--- src/rtl/fsub_pkg.sv ---
// Shared constants and stage-1 pipeline record for the binary32 subtractor.
package fsub_pkg;
  localparam int EXP_W = 8;
  localparam int MAN_W = 23;
  localparam int BIAS  = 127;
  localparam logic [EXP_W-1:0] EXP_MAX = 8'hFF;

  // significand plus guard/round/sticky
  localparam int SIG_W = MAN_W + 1;
  localparam int EXT_W = SIG_W + 3;

  localparam logic [31:0] QNAN = 32'h7FC00000;
  localparam logic [31:0] PINF = 32'h7F800000;
  localparam logic [31:0] NINF = 32'hFF800000;

  // what stage 1 hands to stage 2
  typedef struct packed {
    logic             sgn;      // sign of the larger-magnitude operand
    logic             eff_sub;  // magnitudes were subtracted
    logic [EXP_W-1:0] exp;      // exponent of the larger operand
    logic [EXT_W:0]   sum;      // carry + aligned significand result with GRS
    logic             nan;      // result is NaN
    logic             inf;      // result is infinity from an infinite input
    logic             inf_s;    // sign of that infinity
  } s1_t;
endpackage

--- src/rtl/fsub_lzc.sv ---
// 27-bit leading-zero counter; returns 27 for an all-zero input.
module fsub_lzc
  import fsub_pkg::*;
(
  input  logic [EXT_W-1:0] din,
  output logic [4:0]       cnt
);

  // scan upward so the highest set bit wins
  always_comb begin
    cnt = 5'(EXT_W);
    for (int i = 0; i < EXT_W; i++)
      if (din[i]) cnt = 5'(EXT_W - 1 - i);
  end

endmodule

--- src/rtl/fsub.sv ---
// Two-stage binary32 subtractor y = x1 - x2, round-to-nearest-even,
// denormals flushed to zero on input and output.
module fsub
  import fsub_pkg::*;
(
  input  logic [31:0] x1,
  input  logic [31:0] x2,
  output logic [31:0] y,
  output logic        ovf,
  input  logic        clk,
  input  logic        rstn
);

  // x2's sign is inverted up front so the datapath only adds signed magnitudes
  logic              sa, sb;
  logic [EXP_W-1:0]  e1, e2;
  logic [MAN_W-1:0]  m1, m2;
  logic              inf1, inf2, nan_in;

  assign sa     = x1[31];
  assign sb     = ~x2[31];
  assign e1     = x1[30:23];
  assign e2     = x2[30:23];
  assign m1     = x1[22:0];
  assign m2     = x2[22:0];
  assign inf1   = (e1 == EXP_MAX) && (m1 == '0);
  assign inf2   = (e2 == EXP_MAX) && (m2 == '0);
  assign nan_in = ((e1 == EXP_MAX) && (m1 != '0)) || ((e2 == EXP_MAX) && (m2 != '0));

  logic [30:0]      mag1, mag2;
  logic             swap, sgn_b, eff_sub;
  logic [EXP_W-1:0] exp_b, exp_s, dexp;
  logic [SIG_W-1:0] sig_b, sig_s;
  logic [EXT_W-1:0] ext_s, al;
  s1_t              s1_d, s1_q;

  // stage 1: magnitude compare, swap, sticky alignment, add/subtract
  always_comb begin
    mag1    = (e1 == '0) ? '0 : x1[30:0];
    mag2    = (e2 == '0) ? '0 : x2[30:0];
    swap    = mag2 > mag1;
    sgn_b   = swap ? sb : sa;
    exp_b   = swap ? mag2[30:23] : mag1[30:23];
    exp_s   = swap ? mag1[30:23] : mag2[30:23];
    sig_b   = swap ? {|mag2[30:23], mag2[22:0]} : {|mag1[30:23], mag1[22:0]};
    sig_s   = swap ? {|mag1[30:23], mag1[22:0]} : {|mag2[30:23], mag2[22:0]};
    eff_sub = sa ^ sb;
    dexp    = exp_b - exp_s;
    ext_s   = {sig_s, 3'b000};
    if (dexp >= 8'd27) begin
      // fully shifted out: only the sticky survives
      al = {26'd0, |sig_s};
    end else begin
      al    = ext_s >> dexp;
      al[0] = al[0] | (|(ext_s & ~({EXT_W{1'b1}} << dexp)));
    end
    s1_d         = '0;
    s1_d.sgn     = sgn_b;
    s1_d.eff_sub = eff_sub;
    s1_d.exp     = exp_b;
    s1_d.sum     = eff_sub ? ({1'b0, sig_b, 3'b000} - {1'b0, al})
                           : ({1'b0, sig_b, 3'b000} + {1'b0, al});
    s1_d.nan     = nan_in | (inf1 & inf2 & eff_sub);
    s1_d.inf     = inf1 | inf2;
    s1_d.inf_s   = inf1 ? sa : sb;
  end

  // stage 1 register
  always_ff @(posedge clk or negedge rstn) begin
    if (!rstn) s1_q <= '0;
    else       s1_q <= s1_d;
  end

  logic [4:0]        lz;
  logic [EXT_W-1:0]  norm;
  logic signed [9:0] exp_n, exp_f;
  logic              rup;
  logic [SIG_W:0]    rnd;
  logic [MAN_W-1:0]  man_f;
  logic [31:0]       y_d;
  logic              ovf_d;

  fsub_lzc u_lzc (
    .din (s1_q.sum[EXT_W-1:0]),
    .cnt (lz)
  );

  // stage 2: normalize, round to nearest even, pick special results
  always_comb begin
    if (s1_q.sum[EXT_W]) begin
      norm    = s1_q.sum[EXT_W:1];
      norm[0] = s1_q.sum[1] | s1_q.sum[0];
      exp_n   = $signed({2'b00, s1_q.exp}) + 10'sd1;
    end else begin
      norm    = s1_q.sum[EXT_W-1:0] << lz;
      exp_n   = $signed({2'b00, s1_q.exp}) - $signed({5'd0, lz});
    end
    rup   = norm[2] & (norm[1] | norm[0] | norm[3]);
    rnd   = {1'b0, norm[26:3]} + {24'd0, rup};
    exp_f = exp_n + (rnd[24] ? 10'sd1 : 10'sd0);
    man_f = rnd[24] ? rnd[23:1] : rnd[22:0];
    y_d   = {s1_q.sgn, exp_f[7:0], man_f};
    ovf_d = 1'b0;
    if (s1_q.nan)
      y_d = QNAN;
    else if (s1_q.inf)
      y_d = s1_q.inf_s ? NINF : PINF;
    else if (s1_q.sum == '0)
      // exact cancellation gives +0; only -0 + -0 keeps a negative zero
      y_d = {~s1_q.eff_sub & s1_q.sgn, 31'd0};
    else if (exp_n <= 10'sd0)
      y_d = {s1_q.sgn, 31'd0};
    else if (exp_f >= 10'sd255) begin
      y_d   = s1_q.sgn ? NINF : PINF;
      ovf_d = 1'b1;
    end
  end

  // output register
  always_ff @(posedge clk or negedge rstn) begin
    if (!rstn) begin
      y   <= '0;
      ovf <= 1'b0;
    end else begin
      y   <= y_d;
      ovf <= ovf_d;
    end
  end

endmodule

--- config.mk ---
export PLATFORM = sky130hd
export DESIGN_NAME = fsub
export DESIGN_NICKNAME = d
export VERILOG_FILES = /design/src/rtl/fsub_pkg.sv /design/src/rtl/fsub_lzc.sv /design/src/rtl/fsub.sv
export SDC_FILE = /design/constraint.sdc
export NUM_CORES = 1
export LEC_CHECK = 0
export CELL_PAD_IN_SITES_DETAIL_PLACEMENT = 1
export CELL_PAD_IN_SITES_GLOBAL_PLACEMENT = 1
export CORE_MARGIN = 2
export CORE_UTILIZATION = 35
export CTS_CLUSTER_DIAMETER = 30
export DETAILED_ROUTE_END_ITERATION = 6
export HOLD_SLACK_MARGIN = 0.02
export PLACE_DENSITY = 0.77
export SLEW_MARGIN = 15
export SYNTH_ARGS = -nofsm -noshare
export SYNTH_HDL_FRONTEND = slang
export SYNTH_SLANG_ARGS = --single-unit
export TNS_END_PERCENT = 50
--- constraint.sdc ---
create_clock -name clk -period 10.5 [get_ports clk]
set_input_delay 2.1 -clock clk [delete_from_list [all_inputs] [get_ports clk]]
set_output_delay 2.1 -clock clk [all_outputs]
set_load 0.03 [all_outputs]
==> results of run 1 <==
power breakdown:
part | internal, mW | leakage, nW | switching, mW
logic | 0.769 | 5.74 | 1.12
clock network | 0.234 | 0.171 | 0.125
registers | 0.383 | 0.883 | 0.122
total | 1.39 | 6.79 | 1.37
sequential cells by signal, summed over array words and instances (netlist names):
signal  count
ovf         1
s1_q       41
y          32
critical path, delay by kind of cell:
kind,cells,cell delay [ns]
AO/OA/AOI/OAI,19,3.27
XOR/XNOR,1,0.15
adder cells (fa/ha/maj),3,0.90
buffers and inverters,8,1.65
multiplexers,1,0.36
AND/OR/NAND/NOR,10,1.92
path summary, 6_finish.rpt:
path                               start  endpoint  slack (ns)
worst max-delay path              x2[26]  s1_q[29]        0.39
worst min-delay path             s1_q[0]     y[31]        0.55
worst max register to register  s1_q[22]     y[10]        2.71
worst min register to register   s1_q[0]     y[31]        0.55
max in group asynchronous           rstn  s1_q[10]        8.04
min in group asynchronous           rstn     y[27]        1.88
stage by stage:
| step | worst slack, ns | power (mW) | cell area, um^2 | TNS (ns) |
|---|---|---|---|---|
| 2_1_floorplan | 0.2454 | 1.658 | 12330 | 0 |
| 3_3_place_gp | -0.1264 | 2.305 | 14860 | -0.1851 |
| 3_5_place_dp | -0.3329 | 2.352 | 14860 | -0.9251 |
| 4_1_cts | 0.05198 | 2.726 | 15220 | 0 |
| 5_1_grt | -0.04647 | 2.934 | 15400 | -0.09431 |
| 6_report | 0.3917 | 2.755 | 15400 | 0 |
layout make-up:
cell class | instances | area share
Multi-Input combinational cell | 1412 | 0.6318
Timing Repair Buffer | 290 | 0.1639
Sequential cell | 74 | 0.1202
Tap cell | 455 | 0.03696
Inverter | 100 | 0.02437
Clock buffer | 9 | 0.01462
Clock inverter | 7 | 0.008123
metal layers:
layer  global-route usage  wire [um]
met5                    0          0
met4               0.1130       2327
met3              0.01992       2153
met2               0.5033      25610
met1               0.3555      22190
logic make-up (layout without fill, tap and decap cells):
logic type / Yosys count / after routing
buffers and inverters: 209 / 406
XOR/XNOR: 59 / 59
AO/OA/AOI/OAI: 489 / 489
flip-flops: 74 / 74
AND/OR/NAND/NOR: 661 / 661
multiplexers: 111 / 111
adder cells (fa/ha/maj): 92 / 92
synth_stat cells, types with 12 or more instances:
| cell type | n | area, um^2 |
|---|---|---|
| nand2_1 | 216 | 810.8 |
| nor2_1 | 159 | 596.8 |
| o21ai_0 | 121 | 605.6 |
| a21oi_1 | 120 | 600.6 |
| inv_1 | 97 | 364.1 |
| ha_1 | 90 | 1126 |
| clkbuf_1 | 75 | 281.5 |
| dfrtp_1 | 74 | 1852 |
| mux2i_1 | 63 | 630.6 |
| nand3_1 | 62 | 310.3 |
| nor3_1 | 40 | 200.2 |
| xnor2_1 | 36 | 315.3 |
| mux4_2 | 32 | 720.7 |
| a31oi_1 | 29 | 181.4 |
| nand4_1 | 29 | 181.4 |
| nor4_1 | 29 | 181.4 |
| and2_1 | 24 | 150.1 |
| o211ai_1 | 23 | 172.7 |
| xor2_1 | 23 | 201.4 |
| a211oi_1 | 20 | 150.1 |
| a21o_1 | 19 | 142.6 |
| nand2b_1 | 18 | 112.6 |
| nor2b_1 | 18 | 112.6 |
| buf_2 | 16 | 80.08 |
| and3_1 | 15 | 93.84 |
| o21bai_1 | 15 | 112.6 |
| o31ai_1 | 15 | 112.6 |
| or3_1 | 13 | 81.33 |
| mux2_2 | 12 | 135.1 |
repair_timing:
item / in CTS / in global routing
hold buffers: 0 / 0
gates cloned: 0 / 2
gates resized for setup: 1 / 23
setup buffers: 0 / 5
setup endpoints to repair: 1 / 7
pin swaps: 0 / 17
==> qor.csv, run 1 <==
metric;value;unit
synth-warning-count;0;
grt_max_degree;75;
antenna_cells;0;
syn_avg_cell_area;7.276;um^2
min_path_type;flop to flop;
place_hpwl;42.50;mm
drcViolationCount;0;
netlist_area;12330;um^2
gp_congestion;1.003;
multi_input_area;9732;um^2
required;10.77;ns
hold_depth;2;
outcome;finished clean;
h-tree-depth;3;
tightestPinTransition;0.9070;ns
layout-drive-gt1-share;0.1617;
worst_setup_path_start_kind;input pin;
cp_slowest_cell;clkdlybuf4s50_1;
slew_headroom;0.3797;
r2r_cells;22;
async_flop_share;1.000;
power.density;178.9;nW/um^2
core_area;34630;um^2
boundaryPins;99;
report.final.slew_viol_count;0;
syn2layout_area_growth;24.89;%
post_drt_via_cell_ratio;6.032;
cp_slowest_stage_delay;0.44;ns
nFillCells;4311;
cts_buffers;9;
ir_drop;160.9;uV
post_drt_wl_per_cell;22.27;um
hold_ws;0.5535;ns
synthesis.nets;1853;
cp-end-kind;flop;
rows;68;
synth_cells;1695;
fmax;0.09893;GHz
synthDistinctLibCells;98;
drt_first_iter_violations;1101;
setup_viol;0;
initial_utilization;0.3562;
seq_area;1852;um^2
drt_wl_total;52.28;mm
grt_pass1_wl;81.67;mm
crit_type;input pin to flop;
finish.utilization;0.4448;
skew;0.007934;ns
clk_latency;0.35;ns
hold_viol;0;
final_common_cell;nand2_1;
final_antenna_net_count;0;
place.port_buffers;98;
cts.sinks;74;
nets;2045;
seq_area_frac_synth;0.1501;
layout_common_cells;215 x nand2_1, 185 x buf_4, 159 x nor2_1;
cts.clk_slew.worst_paths;0.06;ns
period_share;0.9627;
antenna_found_initial;0;
synth_flop_cell;dfrtp_1;
die-area;36750;um^2
synthAdderAreaFrac;0.09455;
placed_cells;2324;
firstDrtPassIters;5;
synth.ff_latch_count;74;
crit_fanout;9;
synth_compound_area_frac;0.2619;
clock_tree.root_cell;clkbuf_16;
first_global_vias;14680;
clockBufferDepth;2;
stdcell_count;2347;
grt.overflow.total;0;
period_minus_slack;10.11;ns
die_width;191.7;um
synth-xor-area-share;0.04190;
maxCapViolations;0;
die_h;191.7;um
track_usage;0.2835;
num_vias;14160;
cts_tree;built;
arrival;10.37;ns
synth_edf_count;0;
cellLeakagePower;6.794;nW
synthMuxAreaShare;0.1257;
yosys.area_share.simple;0.2558;
synth_top_family_by_area;compound AO/OA/AOI/OAI gates;
Note: power is estimated with default switching activity, not from simulation.
==> inputs of run 2 (changes only) <==
--- a/config.mk
+++ b/config.mk
@@ -9,6 +9,7 @@
 export CELL_PAD_IN_SITES_GLOBAL_PLACEMENT = 1
 export CORE_MARGIN = 2
 export CORE_UTILIZATION = 35
+export CTS_BUF_LIST = sky130_fd_sc_hd__clkbuf_4
 export CTS_CLUSTER_DIAMETER = 30
 export DETAILED_ROUTE_END_ITERATION = 6
 export HOLD_SLACK_MARGIN = 0.02
==> run 2 against run 1 <==
  * Largest power group unchanged
  * Clock skew increased by 0.0070 ns
  * Highest routed layer unchanged
  * Via count decreased by 0.67%
  * Setup slack improved by 0.15 ns
  * Register-to-register slack about the same
  * Utilization decreased by 0.60 points
  * Largest cell class unchanged
  * Maximum frequency increased by 1.5%
  * Sequential cell count unchanged
  * Cell area decreased by 1.3%
  * Critical path depth unchanged
  * Routed wire length decreased by 0.75%
==> qor.csv, run 2 (same netlist as run 1, synthesis figures left out) <==
metric;value;unit
cts.clk_slew.worst_paths;0.12;ns
top_register;s1_q;
regToRegStartpoint;s1_q[23];
largest_register_ffs;41;
final_common_cell;nand2_1;
cts_hold_buf;0;
crit_fanout;9;
gp_congestion;1.003;
die-area;36750;um^2
outcome;finished clean;
clkPwrFrac;0.089;
r2r_cells;22;
drt_wl_total;51.89;mm
critical_path_cell_count;42;
cp_top_family;compound AO/OA/AOI/OAI gates;
slew_headroom;0.3740;
skew;0.01490;ns
swShare;0.5143;
post_drt_wl_per_cell;22.13;um
top_regs;s1_q (41), y (32), ovf (1);
post_drt_via_cell_ratio;5.996;
worst_setup_path_start_kind;input pin;
layout_common_cells;215 x nand2_1, 184 x buf_4, 159 x nor2_1;
die_width;191.7;um
cp_slowest_cell;clkdlybuf4s50_1;
initial_utilization;0.3562;
timing.rr.end;y[10];
place_hpwl;42.50;mm
crit_type;input pin to flop;
clk_latency;0.47;ns
drcViolationCount;0;
num_vias;14060;
clockBufferDepth;2;
pwr-share-seq;0.192;
switchingPower;1.346;mW
internal_power;1.271;mW
min_path_type;flop to flop;
drt_first_iter_violations;934;
final_area;15200;um^2
track_usage;0.2808;
place.port_buffers;98;
cp-end-kind;flop;
grt_max_degree;75;
r2r_slack;2.71;ns
hold_viol;0;
arrival;10.36;ns
ir_drop;148.5;uV
setup.worst_path.end;s1_q[29];
layout-drive-gt1-share;0.1582;
multi_input_area;9702;um^2
final_antenna_net_count;0;
core_area;34630;um^2
totalPowerFinal;2.616;mW
syn2layout_area_growth;23.21;%
nets;2043;
seq_area;1852;um^2
boundaryPins;99;
h-tree-depth;3;
tightestPinTransition;0.9311;ns
hold_depth;2;
nFillCells;4309;
cellLeakagePower;6.711;nW
required;10.90;ns
p_comb_frac;0.718;
antenna_found_initial;1;
report.final.slew_viol_count;0;
maxCapViolations;0;
first_global_vias;14580;
fmax;0.1004;GHz
crit_start;x2[26];
grt.overflow.total;0;
place_area;14860;um^2
setup_viol;0;
cts.sinks;74;
cts_tree;built;
rows;68;
period_minus_slack;9.963;ns
antenna_cells;0;
clock_tree.root_cell;clkbuf_4;
power.density;172.2;nW/um^2
die_h;191.7;um
cts_buffers;9;
cp_slowest_stage_delay;0.44;ns
grt_pass1_wl;80.95;mm
critPathBufInv;8;
period_share;0.9489;
firstDrtPassIters;5;
## run 2: worst min-delay path by stage
| stage | start | endpoint |
|---|---|---|
| after floorplan | s1_q[2] | y[31] |
| after global placement | s1_q[0] | y[31] |
| after detailed placement | s1_q[0] | y[31] |
| after CTS | s1_q[0] | y[31] |
| after global routing | s1_q[40] | y[31] |
| final | s1_q[0] | y[31] |
## run 2: cell type report
cell class	count	share of cell area
Clock buffer	9	0.004446
Clock inverter	7	0.008234
Inverter	100	0.02470
Multi-Input combinational cell	1412	0.6385
Sequential cell	74	0.1219
Tap cell	455	0.03746
Timing Repair Buffer	288	0.1648
## run 2: power groups by stage
| stage | logic, mW | clock network (mW) | registers, mW |
|---|---|---|---|
| after floorplan | 1.10 | 0 | 0.562 |
| after global placement | 1.80 | 0 | 0.500 |
| after detailed placement | 1.84 | 0 | 0.508 |
| after CTS | 1.85 | 0.239 | 0.501 |
| after global routing | 2.03 | 0.251 | 0.516 |
| final | 1.88 | 0.234 | 0.503 |
## run 2: what timing repair did
item                       in CTS  in global routing
setup buffers                   0                  3
gates resized for setup         0                 17
setup endpoints to repair       0                  7
## run 2: per-layer routing
layer	GRT usage	part of all wire	vias to the layer above
met2	0.4954	0.49	459
met3	0.02211	0.051	116
met1	0.3499	0.41	6904
met5	0	0	-
met4	0.1210	0.047	0
li1	-	-	6582
## run 2: tightest hold or removal path, stage by stage (launching register included)
cell and delay (ns):
dfrtp_1 0.40, nand2_1 0.07, a21oi_1 0.06
## run 2: metrics by stage
step | utilization | std cells | hold WS [ns] | setup TNS [ns] | worst slack [ns]
2_1_floorplan | - | 1695 | 0.4637 | 0 | 0.2454
3_5_place_dp | 0.4292 | 2324 | 0.5400 | -0.9251 | -0.3329
4_1_cts | 0.4347 | 2340 | 0.5588 | 0 | 0.1405
5_1_grt | 0.4388 | 2345 | 0.5724 | -0.01830 | -0.01830
6_report | 0.4388 | 2345 | 0.5600 | 0 | 0.5368
3_3_place_gp | 0.4292 | 2324 | 0.5217 | -0.1851 | -0.1264
==> inputs of run 3 (changes only) <==
--- a/config.mk
+++ b/config.mk
@@ -7,6 +7,7 @@
 export LEC_CHECK = 0
 export CELL_PAD_IN_SITES_DETAIL_PLACEMENT = 1
 export CELL_PAD_IN_SITES_GLOBAL_PLACEMENT = 1
+export CORE_ASPECT_RATIO = 2
 export CORE_MARGIN = 2
 export CORE_UTILIZATION = 35
 export CTS_BUF_LIST = sky130_fd_sc_hd__clkbuf_4
==> run 3 against run 2 <==
  * Global-route usage rose by 6.3 points
  * Combinational power is 11% higher
  * Clock power decreased by 18%
  * First-iteration DRC count fell by 2.9%
  * Setup slack worse by 0.31 ns
  * Non-clock buffer count grew 51
  * Final cell count rose by 1.8%
  * Die area grew 0.25%
  * Hold slack got worse by 0.017 ns
  * Cell area rose by 2.6%
  * Clock-buffer cell count unchanged
  * Critical path type unchanged
  * Largest power group unchanged
  * Highest routed layer unchanged
==> qor.csv, run 3 (same netlist as run 1, synthesis figures left out) <==
metric;value;unit
report.final.slew_viol_count;0;
top_register;s1_q;
power.density;178.7;nW/um^2
drt_first_iter_violations;907;
layout_common_cells;233 x buf_4, 212 x nand2_1, 159 x nor2_1;
place_hpwl;52.74;mm
hold_ws;0.5434;ns
clk_latency;0.55;ns
setup_viol;0;
skew;0.02240;ns
cp_slowest_stage_delay;0.50;ns
multi_input_area;9773;um^2
grt_max_degree;75;
totalPowerFinal;2.787;mW
cts_tree;built;
die_h;269.5;um
die_width;136.7;um
fmax;0.09738;GHz
grt.overflow.total;0;
cp-end-kind;flop;
first_global_vias;16180;
firstDrtPassIters;6;
arrival;10.72;ns
largest_register_ffs;41;
cpMostUsedCell;buf_4;
post_drt_via_cell_ratio;6.242;
drcViolationCount;0;
nets;2094;
clock_tree.root_cell;clkbuf_4;
top_regs;s1_q (41), y (32), ovf (1);
outcome;finished clean;
final_common_cell;buf_4;
rows;97;
dp_slack;-0.5417;ns
nFillCells;4387;
hold_viol;0;
crit_type;input pin to flop;
seq_area;1852;um^2
antenna_found_initial;2;
period_share;0.9780;
cts_buffers;9;
boundaryPins;99;
clockBufferDepth;2;
stdcell_count;2388;
place.port_buffers;98;
grt_pass1_wl;93.93;mm
period_minus_slack;10.27;ns
drt_wl_total;63.89;mm
tightestPinTransition;1.364;ns
cts.clk_slew.worst_paths;0.16;ns
min_path_type;flop to flop;
syn2layout_area_growth;26.47;%
placed_cells;2366;
initial_utilization;0.3541;
post_drt_wl_per_cell;26.76;um
num_vias;14910;
ir_drop;108.5;uV
fin_ws;0.2306;ns
die-area;36850;um^2
final_antenna_net_count;0;
core_area;34830;um^2
crit_fanout;6;
cp_slowest_cell;clkdlybuf4s50_1;
maxCapViolations;0;
layout-drive-gt1-share;0.1880;
h-tree-depth;3;
gp_congestion;1.028;
slew_headroom;0.08076;
required;10.95;ns
worst_setup_path_start_kind;input pin;
cellLeakagePower;6.931;nW
track_usage;0.3435;
cts.sinks;74;
## run 3: layout make-up
type | count | area share
Multi-Input combinational cell | 1412 | 0.6266
Timing Repair Buffer | 339 | 0.1860
Sequential cell | 74 | 0.1187
Tap cell | 445 | 0.03570
Inverter | 100 | 0.02407
Clock buffer | 9 | 0.004332
Clock inverter | 7 | 0.004252
Antenna cell | 2 | 0.0003209
## run 3: critical path, delay by kind of cell
family	cells	cell delay, ns
AOI/OAI and AO/OA	19	3.18
and+or+nand+nor	13	2.91
buffers and inverters	10	1.71
adders and majority gates	3	0.80
## run 3: routing by layer
layer,GRT usage,part of all wire
met4,0.3755,0.13
met5,0,0
met3,0.06336,0.043
met2,0.6478,0.54
met1,0.2630,0.28
## run 3: report_power, final
| part | switching, mW | total, mW | internal (mW) |
|---|---|---|---|
| clock network | 0.137 | 0.192 | 0.0553 |
| registers | 0.132 | 0.514 | 0.382 |
| logic | 1.27 | 2.08 | 0.811 |
| total | 1.54 | 2.79 | 1.25 |
## run 3: path summary, 6_finish.rpt
kind                          from  slack [ns]  depth (start not counted)  endpoint
max in group asynchronous     rstn        8.20                          1  s1_q[11]
hold reg to reg            s1_q[0]        0.54                          2     y[31]
min in group asynchronous     rstn        1.67                          1     y[30]
setup / recovery            x2[26]        0.23                         45  s1_q[28]
setup reg to reg           s1_q[3]        2.12                         26     y[14]
hold / removal             s1_q[0]        0.54                          2     y[31]
## run 3: what timing repair did
action,in CTS,in global routing
cloned,0,2
resized for setup,1,34
endpoints found under the setup margin,1,6
setup buffers,0,2
pin swaps,0,14
hold buffers,0,0
## run 3: per-stage QoR
step / utilization / instance area (um^2) / setup TNS [ns]
after CTS: 0.4419 / 15390 / 0
after floorplan: - / 12330 / 0
after detailed placement: 0.4379 / 15250 / -1.481
final: 0.4478 / 15600 / 0
after global placement: 0.4379 / 15250 / -0.8383
after global routing: 0.4478 / 15600 / -0.1339
